## config.mk

```make
export PLATFORM = sky130hd
export DESIGN_NAME = alu_cmd_issuer
export DESIGN_NICKNAME = d
export VERILOG_FILES = /design/src/rtl/alu_cmd_pkg.sv /design/src/rtl/alu_cmd_issuer_fifo.sv /design/src/rtl/alu_cmd_issuer.sv
export SDC_FILE = /design/constraint.sdc
export NUM_CORES = 1
export LEC_CHECK = 0
export BUFFER_PORTS_ARGS = -buffer_cell sky130_fd_sc_hd__buf_4
export CORE_ASPECT_RATIO = 0.6
export CORE_MARGIN = 2
export CORE_UTILIZATION = 60
export CTS_CLUSTER_SIZE = 24
export DETAILED_ROUTE_END_ITERATION = 7
export PLACE_DENSITY = 0.94
export SLEW_MARGIN = 20
export SYNTH_ARGS = -nofsm -noshare
export SYNTH_HDL_FRONTEND = slang
export SYNTH_SLANG_ARGS = --single-unit
```

## constraint.sdc

```tcl
create_clock -name clk -period 6.8 [get_ports clk]
set_input_delay 1.36 -clock clk [delete_from_list [all_inputs] [get_ports clk]]
set_output_delay 1.36 -clock clk [all_outputs]
set_load 0.02 [all_outputs]
```

## src/rtl/alu_cmd_pkg.sv

```systemverilog
// Shared opcode encodings, command payload and select decode for the ALU command issuer.
package alu_cmd_pkg;

    localparam int unsigned ALU_W = 4;
    localparam int unsigned OP_W  = 2;
    localparam int unsigned SEL_W = 4;

    localparam logic [OP_W-1:0] OP_MUL = 2'b00;
    localparam logic [OP_W-1:0] OP_ADD = 2'b01;
    localparam logic [OP_W-1:0] OP_DIV = 2'b10;
    localparam logic [OP_W-1:0] OP_SUB = 2'b11;

    typedef struct packed {
        logic [OP_W-1:0]  op;
        logic [ALU_W-1:0] a;
        logic [ALU_W-1:0] b;
    } cmd_t;

    localparam int unsigned CMD_W = $bits(cmd_t);

    // Bit 0 drives sel1 (mul) up to bit 3 driving sel4 (sub).
    function automatic logic [SEL_W-1:0] op_to_sel(input logic [OP_W-1:0] op);
        logic [SEL_W-1:0] sel;
        sel = '0;
        case (op)
            OP_MUL:  sel = 4'b0001;
            OP_ADD:  sel = 4'b0010;
            OP_DIV:  sel = 4'b0100;
            OP_SUB:  sel = 4'b1000;
            default: sel = '0;
        endcase
        return sel;
    endfunction

endpackage

```

## src/rtl/alu_cmd_issuer_fifo.sv

```systemverilog
// Registered-storage synchronous FIFO with flush; reads come from storage, so no fall-through.
module sync_fifo #(
    parameter int unsigned W_DATA = 8,
    parameter int unsigned DEPTH  = 4,
    localparam int unsigned PTR_W = $clog2(DEPTH),
    localparam int unsigned CNT_W = $clog2(DEPTH) + 1
) (
    input  logic              clk,
    input  logic              rst,
    input  logic              flush,
    input  logic              push,
    input  logic [W_DATA-1:0] wdata,
    input  logic              pop,
    output logic [W_DATA-1:0] rdata,
    output logic [CNT_W-1:0]  count,
    output logic              empty_c,
    output logic              full_c
);

    logic [W_DATA-1:0] mem [DEPTH];
    logic [PTR_W-1:0]  wr_ptr;
    logic [PTR_W-1:0]  rd_ptr;
    logic              push_ok_c;
    logic              pop_ok_c;

    assign empty_c   = (count == '0);
    assign full_c    = (count == CNT_W'(DEPTH));
    assign push_ok_c = push && !full_c && !flush;
    assign pop_ok_c  = pop && !empty_c && !flush;
    assign rdata     = mem[rd_ptr];

    always_ff @(posedge clk) begin
        if (push_ok_c) begin
            mem[wr_ptr] <= wdata;
        end
    end

    // Pointers wrap naturally because DEPTH is a power of two.
    always_ff @(posedge clk or negedge rst) begin
        if (!rst) begin
            wr_ptr <= '0;
            rd_ptr <= '0;
            count  <= '0;
        end else if (flush) begin
            wr_ptr <= '0;
            rd_ptr <= '0;
            count  <= '0;
        end else begin
            if (push_ok_c) begin
                wr_ptr <= wr_ptr + PTR_W'(1);
            end
            if (pop_ok_c) begin
                rd_ptr <= rd_ptr + PTR_W'(1);
            end
            case ({push_ok_c, pop_ok_c})
                2'b10:   count <= count + CNT_W'(1);
                2'b01:   count <= count - CNT_W'(1);
                default: count <= count;
            endcase
        end
    end

endmodule

```

## src/rtl/alu_cmd_issuer.sv

```systemverilog
// Queues ALU commands and issues one per cycle as frozen-when-idle operands plus one-hot selects,
// with a result-valid pulse aligned to the ALU's registered output.
module alu_cmd_issuer
    import alu_cmd_pkg::*;
#(
    parameter int unsigned W     = ALU_W,
    parameter int unsigned DEPTH = 4
) (
    input  logic                   clk,
    input  logic                   rst,
    input  logic                   flush,
    input  logic                   hold,
    input  logic                   cmd_valid,
    output logic                   cmd_ready,
    input  logic [OP_W-1:0]        cmd_op,
    input  logic [W-1:0]           cmd_a,
    input  logic [W-1:0]           cmd_b,
    output logic [W-1:0]           a_o,
    output logic [W-1:0]           b_o,
    output logic                   sel1,
    output logic                   sel2,
    output logic                   sel3,
    output logic                   sel4,
    output logic                   res_valid,
    output logic                   dz_err,
    output logic [$clog2(DEPTH):0] fifo_cnt
);

    cmd_t             push_cmd;
    cmd_t             head_cmd;
    logic             fifo_empty_c;
    logic             fifo_full_c;
    logic             push_c;
    logic             pop_c;
    logic             head_dz_c;
    logic [SEL_W-1:0] sel_q;
    logic             issue_q;
    logic             issue_dz_q;

    always_comb begin
        push_cmd    = '0;
        push_cmd.op = cmd_op;
        push_cmd.a  = ALU_W'(cmd_a);
        push_cmd.b  = ALU_W'(cmd_b);
    end

    assign cmd_ready = !fifo_full_c;
    assign push_c    = cmd_valid && cmd_ready && !flush;
    assign pop_c     = !fifo_empty_c && !hold && !flush;
    assign head_dz_c = (head_cmd.op == OP_DIV) && (head_cmd.b == '0);

    sync_fifo #(
        .W_DATA (CMD_W),
        .DEPTH  (DEPTH)
    ) u_fifo (
        .clk     (clk),
        .rst     (rst),
        .flush   (flush),
        .push    (push_c),
        .wdata   (push_cmd),
        .pop     (pop_c),
        .rdata   (head_cmd),
        .count   (fifo_cnt),
        .empty_c (fifo_empty_c),
        .full_c  (fifo_full_c)
    );

    // Operands only move on a real issue, so the datapath sees no toggling while idle or on div-by-zero.
    always_ff @(posedge clk or negedge rst) begin
        if (!rst) begin
            a_o        <= '0;
            b_o        <= '0;
            sel_q      <= '0;
            issue_q    <= 1'b0;
            issue_dz_q <= 1'b0;
            res_valid  <= 1'b0;
            dz_err     <= 1'b0;
        end else begin
            sel_q      <= '0;
            issue_q    <= pop_c;
            issue_dz_q <= pop_c && head_dz_c;
            res_valid  <= issue_q;
            dz_err     <= issue_dz_q;
            if (pop_c && !head_dz_c) begin
                a_o   <= W'(head_cmd.a);
                b_o   <= W'(head_cmd.b);
                sel_q <= op_to_sel(head_cmd.op);
            end
        end
    end

    assign {sel4, sel3, sel2, sel1} = sel_q;

endmodule

```

=== Word level (Yosys, flattened, before mapping) ===
Memories as Yosys holds them, arrays and structs flattened.
Index checks and enable logic that the tools add are counted.

* Multiplexer cells: 10
* Equal/unequal tests: 6
* Add/sub/neg operators: 4
* Reduce and logical (&&, ||, !) cells: 22

{| class="wikitable"
|+ Operators by type and width
! operator !! count
|-
| $pmux 4 s4 || 1
|-
| $logic_and 1x1->1 || 11
|-
| $mux 2 || 4
|-
| $eq 2x2->1 const B || 3
|-
| $pmux 3 s2 || 1
|-
| $logic_not 1->1 || 5
|-
| $add 2x1->2 const B || 2
|-
| $eq 2x1->1 const B || 2
|-
| $logic_not 4->1 || 1
|-
| $mux 4 || 1
|-
| $reduce_bool 2->1 || 2
|-
| $add 3x1->3 const B || 1
|-
| $eq 3x3->1 const B || 1
|-
| $logic_not 3->1 || 1
|-
| $mux 3 || 1
|-
| $reduce_bool 3->1 || 1
|-
| $sub 3x1->3 const B || 1
|-
| $logic_not 2->1 || 1
|-
| $mux 1 || 2
|}

* Output and inout bits: 18
* Flip-flop bits (word level): 23
* Memories kept: 1
* Memory bits (writable): 40

{| class="wikitable"
|+ Memories
! name !! words !! bits a word !! read ports !! clocked after Yosys merged registers in !! write ports !! RTL line !! text
|-
| u_fifo.mem || 4 || 10 || 1 || 0 || 1 || alu_cmd_issuer_fifo.sv:20 || <nowiki>logic [W_DATA-1:0] mem [DEPTH];</nowiki>
|}

=== Depth between registers and ports, before layout ===
* Word-level depth: 9
* Mapped depth: 8
* Gate-level depth less buffers: 7

=== Hierarchy ===
From an unflattened synthesis, not the netlist that was laid out.

* Cell total of the unflattened synthesis: 156
* Area, all modules: 2632.5 µm²

{| class="wikitable"
|+ By module, submodules not included
! module !! cells an instance !! times used !! seq. area each (µm²) !! area an instance (µm²)
|-
| sync_fifo || 119 || 1 || 1376.3 || 2038.2
|-
| alu_cmd_issuer || 37 || 1 || 400.4 || 594.3
|}

=== Worst setup path before layout ===
OpenSTA, ideal clock, no wires.

* Kind: input to register
* Start point: in flush
* End point: reg u_fifo.count[2]
* Arrival: 3054 ps
* Data required time: 6667 ps
* Setup time: 133 ps
* Path slack: 3613 ps
* Cell stages on the path: 8
* Buffers on the path: 2
* Cells stage by stage: clkbuf_1 > or3_1 > clkbuf_1 > a21oi_1 > fa_1 > a2111oi_0 > o21ai_0 > nor3b_1

* Longest elaborated chain between the ends: 7

{| class="wikitable"
|+ RTL lines
! item !! RTL line !! text
|-
| start: declaration || alu_cmd_issuer.sv:11 || <nowiki>input logic flush,</nowiki>
|-
| $logic_not 1->1 || - ||
|-
| $logic_and 1x1->1, on equally long branches || alu_cmd_issuer.sv:49, alu_cmd_issuer.sv:48 ||
|-
| $logic_and 1x1->1, on equally long branches (2 in a row) || alu_cmd_issuer_fifo.sv:29, alu_cmd_issuer_fifo.sv:28 ||
|-
| $eq 2x1->1 or $eq 2x2->1 (tied branches) || alu_cmd_issuer_fifo.sv:55 || <nowiki>case ({push_ok_c, pop_ok_c})</nowiki>
|-
| $pmux 3 s2 || alu_cmd_issuer_fifo.sv:55 ||
|-
| $mux 3 || alu_cmd_issuer_fifo.sv:44 || <nowiki>end else if (flush) begin</nowiki>
|-
| end signal: assignment || alu_cmd_issuer_fifo.sv:56 || <nowiki>2'b10: count <= count + CNT_W'(1);</nowiki>
|-
| end signal: assignment || alu_cmd_issuer_fifo.sv:57 || <nowiki>2'b01: count <= count - CNT_W'(1);</nowiki>
|-
| end signal: assignment || alu_cmd_issuer_fifo.sv:58 || <nowiki>default: count <= count;</nowiki>
|-
| end: declaration || alu_cmd_issuer_fifo.sv:15 || <nowiki>output logic [CNT_W-1:0] count,</nowiki>
|}

Several ways; a longest one is shown, not always the timed one.
A chain may end at the register's enable or synchronous reset.

=== Worst setup path after layout ===
* Start point: reg u_fifo.count[0]
* End point: reg u_fifo.count[2]

* Longest elaborated chain between the ends: 9

{| class="wikitable"
|+ RTL lines
! item !! RTL line
|-
| $eq 3x3->1 or $logic_not 3->1 (tied branches) || alu_cmd_issuer_fifo.sv:27, alu_cmd_issuer_fifo.sv:26
|-
| $logic_not 1->1, on equally long branches || -
|-
| $logic_and 1x1->1, on equally long branches (2 in a row) || alu_cmd_issuer.sv:48, alu_cmd_issuer.sv:49
|-
| $logic_and 1x1->1, on equally long branches (2 in a row) || alu_cmd_issuer_fifo.sv:28, alu_cmd_issuer_fifo.sv:29
|-
| $eq 2x1->1 or $eq 2x2->1 (tied branches) || alu_cmd_issuer_fifo.sv:55
|-
| $pmux 3 s2 || alu_cmd_issuer_fifo.sv:55
|-
| $mux 3 || alu_cmd_issuer_fifo.sv:44
|}

Several ways; a longest one is shown, not always the timed one.

==> qor.yml <==
run_status: "complete, no violations"
layout-drive-gt1-share: 0.2963
crit_required_ns: 7.02
timing.max_slew.rel_slack: 0.4318
die_h_um: 54.49
pin_count: 33
net-switching-power_uw: 287.5
hold_class: "register to register"
routed_wire_length_per_instance_um: 17.43
floorplan.core_area_mm2: 0.004099
h-tree-depth: 3
crit_path_top_delay_cell: "sky130_fd_sc_hd__nor3_1"
cts_hold_buffers: 0
grt_max_degree: 24
multi_input_area_um2: 716.9
post_cts.repair.setup_buffers: 0
grtUsageMet2: 0.3497
post_cts_resized: 0
first_pass_grt_wire_length_um: 6927
max_cap_violation_count: 0
share_of_the_synthesized_area_in_compound_gates_ao_oa_aoi_oai: 0.04467
syn_avg_cell_area_um2: 17.46
grt_most_used_layer: "met2"
synth_seq_cells: 63
cts_tree: "built"
antenna_cells: 0
max-clock-path-buffers: 2
grt_antenna_before_repair: 0
overall_routing_resource_usage: 0.2174
worstPathMaxFanout: 8
synth_area_mm2: 0.002549
timing.setup.critical_path_class: "register to register"
clock_latency_at_the_later_pin_of_the_worst_skew_pair_ns: 0.33
share_clk_of_total_power: 0.314
cpPeakStageDelay_ns: 0.73
rows: 18
synth_commonest_cells: "sky130_fd_sc_hd__edfxtp_1, sky130_fd_sc_hd__dfrtp_1, sky130_fd_sc_hd__mux4_1, sky130_fd_sc_hd__nand2_1, sky130_fd_sc_hd__o21ai_0"
main_combinational_cell_family_by_area_after_synthesis: "multiplexers"
hold_viol_final: 0
tns_ns: 0
syn_to_final_growth_pct: 19.24
netSwitchingFraction: 0.2728
critical_path_arrival_ns: 3.34
detail_route.drc_violations: 0
synth-simple-area-share: 0.07855
cp-start-kind: "register"
syn_inst: 146
grtUsageMet3: 0.1282
rsz0062_at_grt: "no"
fraction_of_synthesized_cell_area_in_xor_and_xnor_cells: 0.006873
end_kind: "register"
worstPathCellList: "nor3_1 -> or3_1 -> a21oi_1 -> fa_1 -> a2111oi_0 -> o21ai_0 -> nor3b_1"
design.die.area_mm2: 0.004802
seq_power_share: 0.465
maxSlewViolCount: 0
synth_sequential_area_ratio: 0.6971
ff_latch_area_mm2: 0.001777
yosys.area_share.adder: 0.02749
place.port_buffers: 32
critical-path-top-delay-family: "simple AND/OR/NAND/NOR gates"
initial_standard_cell_utilization_of_the_core: 0.6218
power.static_leakage_nw: 1.201
yosysMostFrequentCell: "sky130_fd_sc_hd__edfxtp_1"
finalNetCount: 204
p_int_uw: 766.5
critPathBufInv: 0
upper_clock_frequency_limit_mhz: 320.4
netlist-cell-type-count: 33
cts_inserted_buffers: 9
synth-async-reset-ratio: 0.3651
power_density_mw_per_mm2: 346.8
synthDominantAreaCellType: "sky130_fd_sc_hd__edfxtp_1"
finalCoreUtilization: 0.7415
detailedPlacementHpwl_um: 2992
drt_wl_total_um: 4339
grt_overflow: 0
muxShareOfSynthArea: 0.1237
vias_in_the_first_global_route: 1355
power.combinational.fraction: 0.220
yosys_warnings: 0
fin_crit_sh: 0.4589
post_drt_via_cell_ratio: 5.530
chipWidth_um: 88.14
grtUsageMet1: 0.2575
synthesized_net_count: 166
clock_sinks: 63
drtIter0Drc: 146
tightestPinTransition_ns: 0.8458
clk_root_buffer_cell: "sky130_fd_sc_hd__clkbuf_8"
ff2ff_setup_slack_ns: 3.68
worst_setup_hold_path_clk_slew_ns: 0.06
fillerInstances: 266
synth-edff-count: 40
finalWeightedCongestion: 0.7363
postRouteAntennaNets: 0
worst_clock_skew_ns: 0.005742
drt_pre_antenna_iters: 4
irDropWorstVdd_v: 0.0002130
synthTopCellsByArea: "sky130_fd_sc_hd__edfxtp_1, sky130_fd_sc_hd__dfrtp_1, sky130_fd_sc_hd__mux4_1"
vias: 1377
final_setup_vio_count: 0
yosys_most_used_dff: "sky130_fd_sc_hd__edfxtp_1"
final_critical_period_ns: 3.121
yosys.area.top_type_share: 0.4713
[path summary, 6_finish.rpt]
kind / startpoint / endpoint / cells after the start
setup / recovery: u_fifo.count[0] / u_fifo.count[2] / 7
hold / removal: issue_dz_q / dz_err / 0
max in group asynchronous: rst / a_o[0] / 1
min in group asynchronous: rst / u_fifo.count[2] / 1
hold reg to reg: issue_dz_q / dz_err / 0
setup reg to reg: u_fifo.count[0] / u_fifo.count[2] / 7
[logic make-up (layout without fill, tap and decap cells)]
kind of cell	after synthesis	after routing
AOI/OAI and AO/OA	17	17
xor gates and xnor gates	2	2
adders and majority gates	5	5
buffers and inverters	12	55
DFF	63	63
muxes	14	14
and+or+nand+nor	33	33
[sequential cells by signal, summed over array words and instances, names as in the netlist]
signal and cells:
res_valid 1, b_o 4, sel_q 4, issue_q 1
a_o 4, issue_dz_q 1, dz_err 1, u_fifo.count 3
u_fifo.wr_ptr 2, u_fifo.mem 40, u_fifo.rd_ptr 2
[metal layers]
metal	part of all wire	up-vias
met1	0.45	693
met4	0.0032	0
met5	0	-
li1	-	637
met2	0.48	43
met3	0.070	4
[metrics by stage]
step	power, mW	hold WS, ns	worst slack [ns]	instances	area [µm²]
after floorplan	0.6379	0.3312	3.613	146	2549
after global placement	0.7125	0.3318	3.809	233	2835
after detailed placement	0.7294	0.3411	3.499	233	2835
after CTS	1.059	0.3575	3.738	249	3039
after global routing	1.104	0.3701	3.503	249	3039
final	1.054	0.3580	3.679	249	3039
[worst register-to-register path, delay by kind of cell, from the launching register on]
family                   cells  cell delay, ns
AO/OA/AOI/OAI                3            0.89
flip-flops                   1            0.45
AND/OR/NAND/NOR              3            1.27
adder cells (fa/ha/maj)      1            0.41
[power groups by stage]
| stage | Sequential [mW] | Clock [mW] | Combinational (mW) |
|---|---|---|---|
| 6_report | 0.491 | 0.331 | 0.232 |
| 5_1_grt | 0.497 | 0.355 | 0.252 |
| 4_1_cts | 0.490 | 0.336 | 0.233 |
| 3_5_place_dp | 0.498 | 0 | 0.232 |
| 3_3_place_gp | 0.492 | 0 | 0.220 |
| 2_1_floorplan | 0.522 | 0 | 0.116 |
[placed cells by master, fill, tap and decap left out, drive strengths merged, types with 3 or more instances in the layout]
cell type	count
nor3b	3
mux4	10
a21oi	5
ha	4
edfxtp	40
clkbuf	11
nand2	8
mux2	4
and2	4
dfrtp	23
nor2	4
inv	6
clkinv	4
o21ai	8
buf	32
nor3	4
[final cells by class]
cell class / count / area share
Tap cell: 60 / 0.02470
Clock buffer: 11 / 0.04323
Inverter: 7 / 0.008646
Clock inverter: 5 / 0.02388
Sequential cell: 63 / 0.5846
Timing Repair Buffer: 32 / 0.07904
Multi-Input combinational cell: 71 / 0.2359
Power figures use the tool's default switching activity.
